[src/rtl/cpu_types_pkg.sv]
// Shared CPU-side types for the memory arbiter slice: word and RAM status
// encodings plus the arbiter grant states.
package cpu_types_pkg;

    typedef logic [31:0] word_t;

    typedef enum logic [1:0] {
        FREE   = 2'd0,
        BUSY   = 2'd1,
        ACCESS = 2'd2,
        ERROR  = 2'd3
    } ramstate_t;

    typedef enum logic [1:0] {
        IDLE   = 2'd0,
        IGRANT = 2'd1,
        DGRANT = 2'd2
    } arb_state_t;

    localparam int STREAK_W = 4;

    function automatic logic ram_done(input ramstate_t s);
        return (s == ACCESS);
    endfunction

endpackage

[src/rtl/mem_arbiter_if.sv]
// Cache/RAM side bundle of the memory arbiter; slave is the arbiter view,
// master is the view of the caches and RAM model that surround it.
interface mem_arbiter_if;
    import cpu_types_pkg::*;

    logic      iREN;
    word_t     iaddr;
    logic      iwait;
    word_t     iload;
    logic      dREN;
    logic      dWEN;
    word_t     daddr;
    word_t     dstore;
    logic      dwait;
    word_t     dload;
    logic      ramREN;
    logic      ramWEN;
    word_t     ramaddr;
    word_t     ramstore;
    word_t     ramload;
    ramstate_t ramstate;
    logic      merr;

    modport slave (
        input  iREN, iaddr, dREN, dWEN, daddr, dstore, ramload, ramstate,
        output iwait, iload, dwait, dload, ramREN, ramWEN, ramaddr, ramstore, merr
    );

    modport master (
        output iREN, iaddr, dREN, dWEN, daddr, dstore, ramload, ramstate,
        input  iwait, iload, dwait, dload, ramREN, ramWEN, ramaddr, ramstore, merr
    );

endinterface

[src/rtl/arb_streak_ctr.sv]
// Saturating count of back-to-back data completions seen while an
// instruction fetch is waiting; sat tells the arbiter to yield to the fetch.
module arb_streak_ctr
    import cpu_types_pkg::*;
#(
    parameter int DSTREAK_MAX = 4
) (
    input  logic CLK,
    input  logic nRST,
    input  logic inc,
    input  logic clr,
    output logic sat
);

    localparam logic [STREAK_W-1:0] MAX_C = STREAK_W'(DSTREAK_MAX);

    logic [STREAK_W-1:0] cnt_r;
    logic [STREAK_W-1:0] cnt_nxt_s;

    // Next count: clear wins over increment, and the count stops at the limit.
    always_comb begin
        cnt_nxt_s = cnt_r;
        if (clr) begin
            cnt_nxt_s = {STREAK_W{1'b0}};
        end else if (inc && (cnt_r < MAX_C)) begin
            cnt_nxt_s = cnt_r + {{(STREAK_W-1){1'b0}}, 1'b1};
        end else begin
            cnt_nxt_s = cnt_r;
        end
    end

    // Streak register.
    always_ff @(posedge CLK or negedge nRST) begin
        if (!nRST) begin
            cnt_r <= {STREAK_W{1'b0}};
        end else begin
            cnt_r <= cnt_nxt_s;
        end
    end

    assign sat = (cnt_r == MAX_C);

endmodule

[src/rtl/mem_arbiter.sv]
// Single-port RAM arbiter between icache and dcache: data side wins by
// default, a bounded data streak guarantees instruction fetches progress.
module mem_arbiter
    import cpu_types_pkg::*;
#(
    parameter int DSTREAK_MAX   = 4,
    parameter bit RAM_ERR_RETRY = 1'b1
) (
    input  logic            CLK,
    input  logic            nRST,
    mem_arbiter_if.slave    bus
);

    arb_state_t state_r;
    arb_state_t state_nxt_s;

    logic  d_req_s;
    logic  iwait_s;
    logic  dwait_s;
    logic  ram_ren_s;
    logic  ram_wen_s;
    word_t ram_addr_s;
    word_t ram_store_s;
    logic  merr_s;
    logic  streak_inc_s;
    logic  streak_clr_s;
    logic  streak_sat_s;

    assign d_req_s = bus.dREN | bus.dWEN;

    arb_streak_ctr #(
        .DSTREAK_MAX (DSTREAK_MAX)
    ) u_streak (
        .CLK  (CLK),
        .nRST (nRST),
        .inc  (streak_inc_s),
        .clr  (streak_clr_s),
        .sat  (streak_sat_s)
    );

    // Grant state register.
    always_ff @(posedge CLK or negedge nRST) begin
        if (!nRST) begin
            state_r <= IDLE;
        end else begin
            state_r <= state_nxt_s;
        end
    end

    // Next grant and RAM-side muxing from the state and the granted requester.
    always_comb begin
        state_nxt_s  = state_r;
        iwait_s      = 1'b1;
        dwait_s      = 1'b1;
        ram_ren_s    = 1'b0;
        ram_wen_s    = 1'b0;
        ram_addr_s   = 32'h0000_0000;
        ram_store_s  = 32'h0000_0000;
        merr_s       = 1'b0;
        streak_inc_s = 1'b0;
        streak_clr_s = ~bus.iREN;

        case (state_r)
            IDLE: begin
                if (d_req_s && !(bus.iREN && streak_sat_s)) begin
                    state_nxt_s = DGRANT;
                end else if (bus.iREN) begin
                    state_nxt_s = IGRANT;
                end else begin
                    state_nxt_s = IDLE;
                end
            end

            IGRANT: begin
                ram_ren_s  = bus.iREN;
                ram_addr_s = bus.iaddr;
                if (ram_done(bus.ramstate)) begin
                    iwait_s      = 1'b0;
                    streak_clr_s = 1'b1;
                    state_nxt_s  = IDLE;
                end else if (bus.ramstate == ERROR) begin
                    state_nxt_s = IDLE;
                    if (!RAM_ERR_RETRY) begin
                        merr_s  = 1'b1;
                        iwait_s = 1'b0;
                    end else begin
                        merr_s  = 1'b0;
                    end
                end else if (!bus.iREN) begin
                    state_nxt_s = IDLE;
                end else begin
                    state_nxt_s = IGRANT;
                end
            end

            DGRANT: begin
                // A simultaneous read and write request is served as the write.
                ram_wen_s   = bus.dWEN;
                ram_ren_s   = bus.dREN & ~bus.dWEN;
                ram_addr_s  = bus.daddr;
                ram_store_s = bus.dstore;
                if (ram_done(bus.ramstate)) begin
                    dwait_s      = 1'b0;
                    streak_inc_s = bus.iREN;
                    state_nxt_s  = IDLE;
                end else if (bus.ramstate == ERROR) begin
                    state_nxt_s = IDLE;
                    if (!RAM_ERR_RETRY) begin
                        merr_s  = 1'b1;
                        dwait_s = 1'b0;
                    end else begin
                        merr_s  = 1'b0;
                    end
                end else if (!d_req_s) begin
                    state_nxt_s = IDLE;
                end else begin
                    state_nxt_s = DGRANT;
                end
            end

            default: begin
                state_nxt_s = IDLE;
            end
        endcase
    end

    assign bus.iwait    = iwait_s;
    assign bus.dwait    = dwait_s;
    assign bus.ramREN   = ram_ren_s;
    assign bus.ramWEN   = ram_wen_s;
    assign bus.ramaddr  = ram_addr_s;
    assign bus.ramstore = ram_store_s;
    assign bus.merr     = merr_s;
    assign bus.iload    = bus.ramload;
    assign bus.dload    = bus.ramload;

endmodule

[src/flat_wrapper.sv]
// flat-port wrapper written by rule: the top's interface ports become plain ports
module mem_arbiter_flat import cpu_types_pkg::*;
#(
    parameter int DSTREAK_MAX   = 4,
    parameter bit RAM_ERR_RETRY = 1'b1
)
  (CLK, nRST, bus_iREN, bus_iaddr, bus_dREN, bus_dWEN, bus_daddr, bus_dstore, bus_ramload, bus_ramstate, bus_iwait, bus_iload, bus_dwait, bus_dload, bus_ramREN, bus_ramWEN, bus_ramaddr, bus_ramstore, bus_merr);
  mem_arbiter_if bus_i ();
  input  logic CLK;
  input  logic nRST;
  input wire logic [$bits(bus_i.iREN)-1:0] bus_iREN;
  input wire logic [$bits(bus_i.iaddr)-1:0] bus_iaddr;
  input wire logic [$bits(bus_i.dREN)-1:0] bus_dREN;
  input wire logic [$bits(bus_i.dWEN)-1:0] bus_dWEN;
  input wire logic [$bits(bus_i.daddr)-1:0] bus_daddr;
  input wire logic [$bits(bus_i.dstore)-1:0] bus_dstore;
  input wire logic [$bits(bus_i.ramload)-1:0] bus_ramload;
  input wire logic [$bits(bus_i.ramstate)-1:0] bus_ramstate;
  output wire logic [$bits(bus_i.iwait)-1:0] bus_iwait;
  output wire logic [$bits(bus_i.iload)-1:0] bus_iload;
  output wire logic [$bits(bus_i.dwait)-1:0] bus_dwait;
  output wire logic [$bits(bus_i.dload)-1:0] bus_dload;
  output wire logic [$bits(bus_i.ramREN)-1:0] bus_ramREN;
  output wire logic [$bits(bus_i.ramWEN)-1:0] bus_ramWEN;
  output wire logic [$bits(bus_i.ramaddr)-1:0] bus_ramaddr;
  output wire logic [$bits(bus_i.ramstore)-1:0] bus_ramstore;
  output wire logic [$bits(bus_i.merr)-1:0] bus_merr;
  assign bus_i.iREN = bus_iREN;
  assign bus_i.iaddr = bus_iaddr;
  assign bus_i.dREN = bus_dREN;
  assign bus_i.dWEN = bus_dWEN;
  assign bus_i.daddr = bus_daddr;
  assign bus_i.dstore = bus_dstore;
  assign bus_i.ramload = bus_ramload;
  assign bus_i.ramstate = bus_ramstate;
  assign bus_iwait = bus_i.iwait;
  assign bus_iload = bus_i.iload;
  assign bus_dwait = bus_i.dwait;
  assign bus_dload = bus_i.dload;
  assign bus_ramREN = bus_i.ramREN;
  assign bus_ramWEN = bus_i.ramWEN;
  assign bus_ramaddr = bus_i.ramaddr;
  assign bus_ramstore = bus_i.ramstore;
  assign bus_merr = bus_i.merr;
  mem_arbiter #(.DSTREAK_MAX(DSTREAK_MAX), .RAM_ERR_RETRY(RAM_ERR_RETRY)) u_core (.CLK(CLK), .nRST(nRST), .bus(bus_i));
endmodule
[config.mk]
export PLATFORM = sky130hd
export DESIGN_NAME = mem_arbiter_flat
export DESIGN_NICKNAME = d
export VERILOG_FILES = /design/src/rtl/cpu_types_pkg.sv /design/src/rtl/mem_arbiter_if.sv /design/src/rtl/arb_streak_ctr.sv /design/src/rtl/mem_arbiter.sv /design/src/flat_wrapper.sv
export SDC_FILE = /design/constraint.sdc
export NUM_CORES = 1
export LEC_CHECK = 0
export ABC_AREA = 0
export CORE_AREA = 2 2 105 107
export CTS_CLUSTER_DIAMETER = 200
export DETAILED_ROUTE_END_ITERATION = 16
export DIE_AREA = 0 0 107 109
export SLEW_MARGIN = 20
export SYNTH_ARGS = -nofsm -noshare
export SYNTH_HDL_FRONTEND = slang
export SYNTH_HIERARCHICAL = 1
export SYNTH_SLANG_ARGS = --single-unit
[constraint.sdc]
create_clock -name CLK -period 1.9 [get_ports CLK]
set_clock_uncertainty 0.1 [all_clocks]
set_input_delay 0.285 -clock CLK [delete_from_list [all_inputs] [get_ports CLK]]
set_output_delay 0.285 -clock CLK [all_outputs]
set_load 0.05 [all_outputs]
==> results.tsv <==
stage	metric	value	unit
setup_path	arrival	1580	ps
grt	grt_usage	11.4	%
yosys	ys_seq_area_share	9.09	%
clocking	clock_latency	220	ps
route	wire_per_inst	16.7	um
route	first_pass_iters	4	
final_layout	fin_util	43.2	%
sta	hold_violations	0	
yosys	synth.ff_latch_count	6	
final_layout	final_common_cell	clkdlybuf4s50_1	
placed_design	gp_congestion	0.707	
yosys	netlist_area	0.00165	sq mm
placed_design	io_buffers	170	
pwr	pwr-share-clk	4.6	%
clocking	hold_buffers	0	
run_status	violations	negative setup slack	
route	drc	0	
sta	holdWs	213	ps
grt	grt_pass1_vias	2060	
floorplanning	io_pins	268	
setup_path	cp_top_family	buffers and inverters	
yosys	synth-async-reset-ratio	100	%
route	drtAntennaViolNets	0	
yosys	synth_flop_cell	dfrtp_1	
floorplanning	die_h	109	um
yosys	ys_warn_count	6	
sta	rsz0062_at_grt	yes	
floorplanning	die_w	107	um
pwr	seqPwrFrac	3.7	%
pwr	leakage	0.00176	uW
floorplanning	core	0.0106	sq mm
floorplanning	start_util	15.6	%
final_layout	synthToLayoutAreaGrowth	177	%
final_layout	fin_nets	487	
sta	finalCritPeriodShare	103	%
min_path	min_path_type	primary input to asynchronous set/reset pin	
route	drt-total-wl	8100	um
clocking	ctsRootBufferMaster	clkbuf_8	
yosys	synth_area_per_cell	7.44	sq um
setup_path	cp-end-kind	primary output	
pwr	sw_frac_of_total	43.3	%
flow_run	drv_cap	0	
final_layout	multi_input_area	0.00133	sq mm
setup_path	crit_chain	ha_4 -> buf_12 -> clkbuf_16 -> a22oi_2 -> nor2b_4 -> buf_12	
pwr	p_int	2310	uW
pwr	ir_drop	409	uV
setup_path	path_buf_inv	3	
setup_path	max_stage_delay	430	ps
placed_design	post-place-ws	5.41	ps
grt	grt_max_degree	24	
placed_design	place_hpwl	5630	um
grt	grt_overflow_total	0	
sta	finalSetupViolCount	61	
route	drt_iter0_drc	67	
yosys	synth_cells	222	
setup_path	worst_setup_path_start_kind	flop	
clocking	htreeDepth	1	
grt	antenna_found_initial	0	
sta	finalCriticalPeriod	1960	ps
clocking	tritoncts	built	
final_layout	nFillCells	1001	
clocking	clk_pin_slew	40	ps
grt	grt_first_pass_wirelength	10600	um
clocking	cts-buffers-inserted	3	
setup_path	critPathSlowestCell	dfrtp_2	
yosys	syn-num-nets	363	
clocking	cts.sinks	6	
clocking	clock_path_buffers	2	
route	vias_per_cell	4.06	
floorplanning	die_area	0.0117	sq mm
pwr	powerDensity	892	mW/mm^2
sta	setup_slack	-62.6	ps
sta	slew_violations	0	
pwr	switching_power	1770	uW
floorplanning	rows	38	
run_status	outcome	finished, violations left	
setup_path	required	1510	ps
yosys	ys_types	26	
sta	fmax	510	MHz
yosys	synth-edff-count	0	
route	vias	1965	
setup_path	critical_path_class	flop to primary output	
final_layout	seqCellArea	153	sq um
pwr	comb_power_share	91.7	%
final_layout	layout_common_cells	clkdlybuf4s50_1, buf_12, a22oi_2, and2_4, nor2b_2	
final_layout	drive_gt1_share	59.6	%
setup_path	crit_path_max_fanout	5	
setup_path	path_common_cell	buf_12	
final_layout	insertedDiodeCount	0	
## registers in the layout, summed over array words and instances, names as in the netlist
| name | count |
|---|---|
| u_core/state_r | 2 |
| u_core/u_streak/cnt_r | 4 |
## Yosys cell counts (3+ instances only)
master / number / area [sq um]
inv_1: 6 / 22.5
nand3b_1: 3 / 22.5
nor2b_1: 35 / 219
and2_1: 32 / 200
nand2_1: 4 / 15.0
buf_4: 65 / 488
clkbuf_1: 5 / 18.8
a22oi_1: 32 / 240
ha_1: 6 / 75.1
nand2b_1: 4 / 25.0
buf_2: 9 / 45.0
dfrtp_1: 6 / 150
## kinds of logic after synthesis
| group | synth area share [%] |
|---|---|
| buffers and inverters | 34.8 |
| muxes | 1.51 |
| other | 0.227 |
| adders and majority gates | 4.55 |
| AOI/OAI and AO/OA | 17.3 |
| DFF | 9.09 |
| and+or+nand+nor | 32.6 |
## timing repair
item,in CTS,in global routing
setup endpoints to repair,62,66
pin swaps,10,3
resized for setup,46,49
setup buffers,3,6
gates cloned,3,8
## layer usage
layer	part of all wire, %	wire (um)	vias to the layer above	global-route usage (%)
li1	-	-	915	-
met1	35	2800	929	11.3
met2	57	4650	107	23.9
met3	6.2	506	14	2.39
met4	1.7	141	0	2.88
met5	0	0	-	0
## path summary, 6_finish.rpt
kind	startpoint	endpoint	slack [ps]	cells past startpoint
max	u_core/state_r[1]	bus_ramaddr[20]	-60	6
min	nRST	u_core/u_streak/cnt_r[0]	210	1
max reg2reg	u_core/state_r[0]	u_core/u_streak/cnt_r[0]	170	6
min reg2reg	u_core/u_streak/cnt_r[1]	u_core/u_streak/cnt_r[1]	480	2
max in group asynchronous	nRST	u_core/state_r[0]	1250	1
min in group CLK	bus_ramload[23]	bus_dload[23]	470	0
## layout make-up
cell class,count,area share (%)
clock buffers,3,0.902
well taps,140,3.83
inverters,6,0.547
multi-input cells,131,29.1
repair buffers,198,62.3
flip-flops and latches,6,3.33
## per-stage QoR
step,instance area [sq um],TNS [ps],std cells,total power [uW]
2_1_floorplan,1750,-317,222,1940
3_3_place_gp,3810,0,461,3040
3_5_place_dp,3810,0,461,3060
4_1_cts,4170,-3550,470,3600
5_1_grt,4580,-5240,484,4250
6_report,4580,-1940,484,4090
## worst reg2reg max path, cell delays in order, from the launching register on
cell and delay, ps:
dfrtp_2 410, inv_4 80, ha_4 170, buf_6 130, and3_1 180, nor3b_4 230, mux2_4 320
## power groups by stage
stage          registers, uW  clock network [uW]  logic, uW
2_1_floorplan            145                   0       1790
3_3_place_gp             147                   0       2890
3_5_place_dp             148                   0       2920
4_1_cts                  150                 198       3250
5_1_grt                  154                 203       3900
6_report                 152                 188       3750
Power figures use the tool's default switching activity.
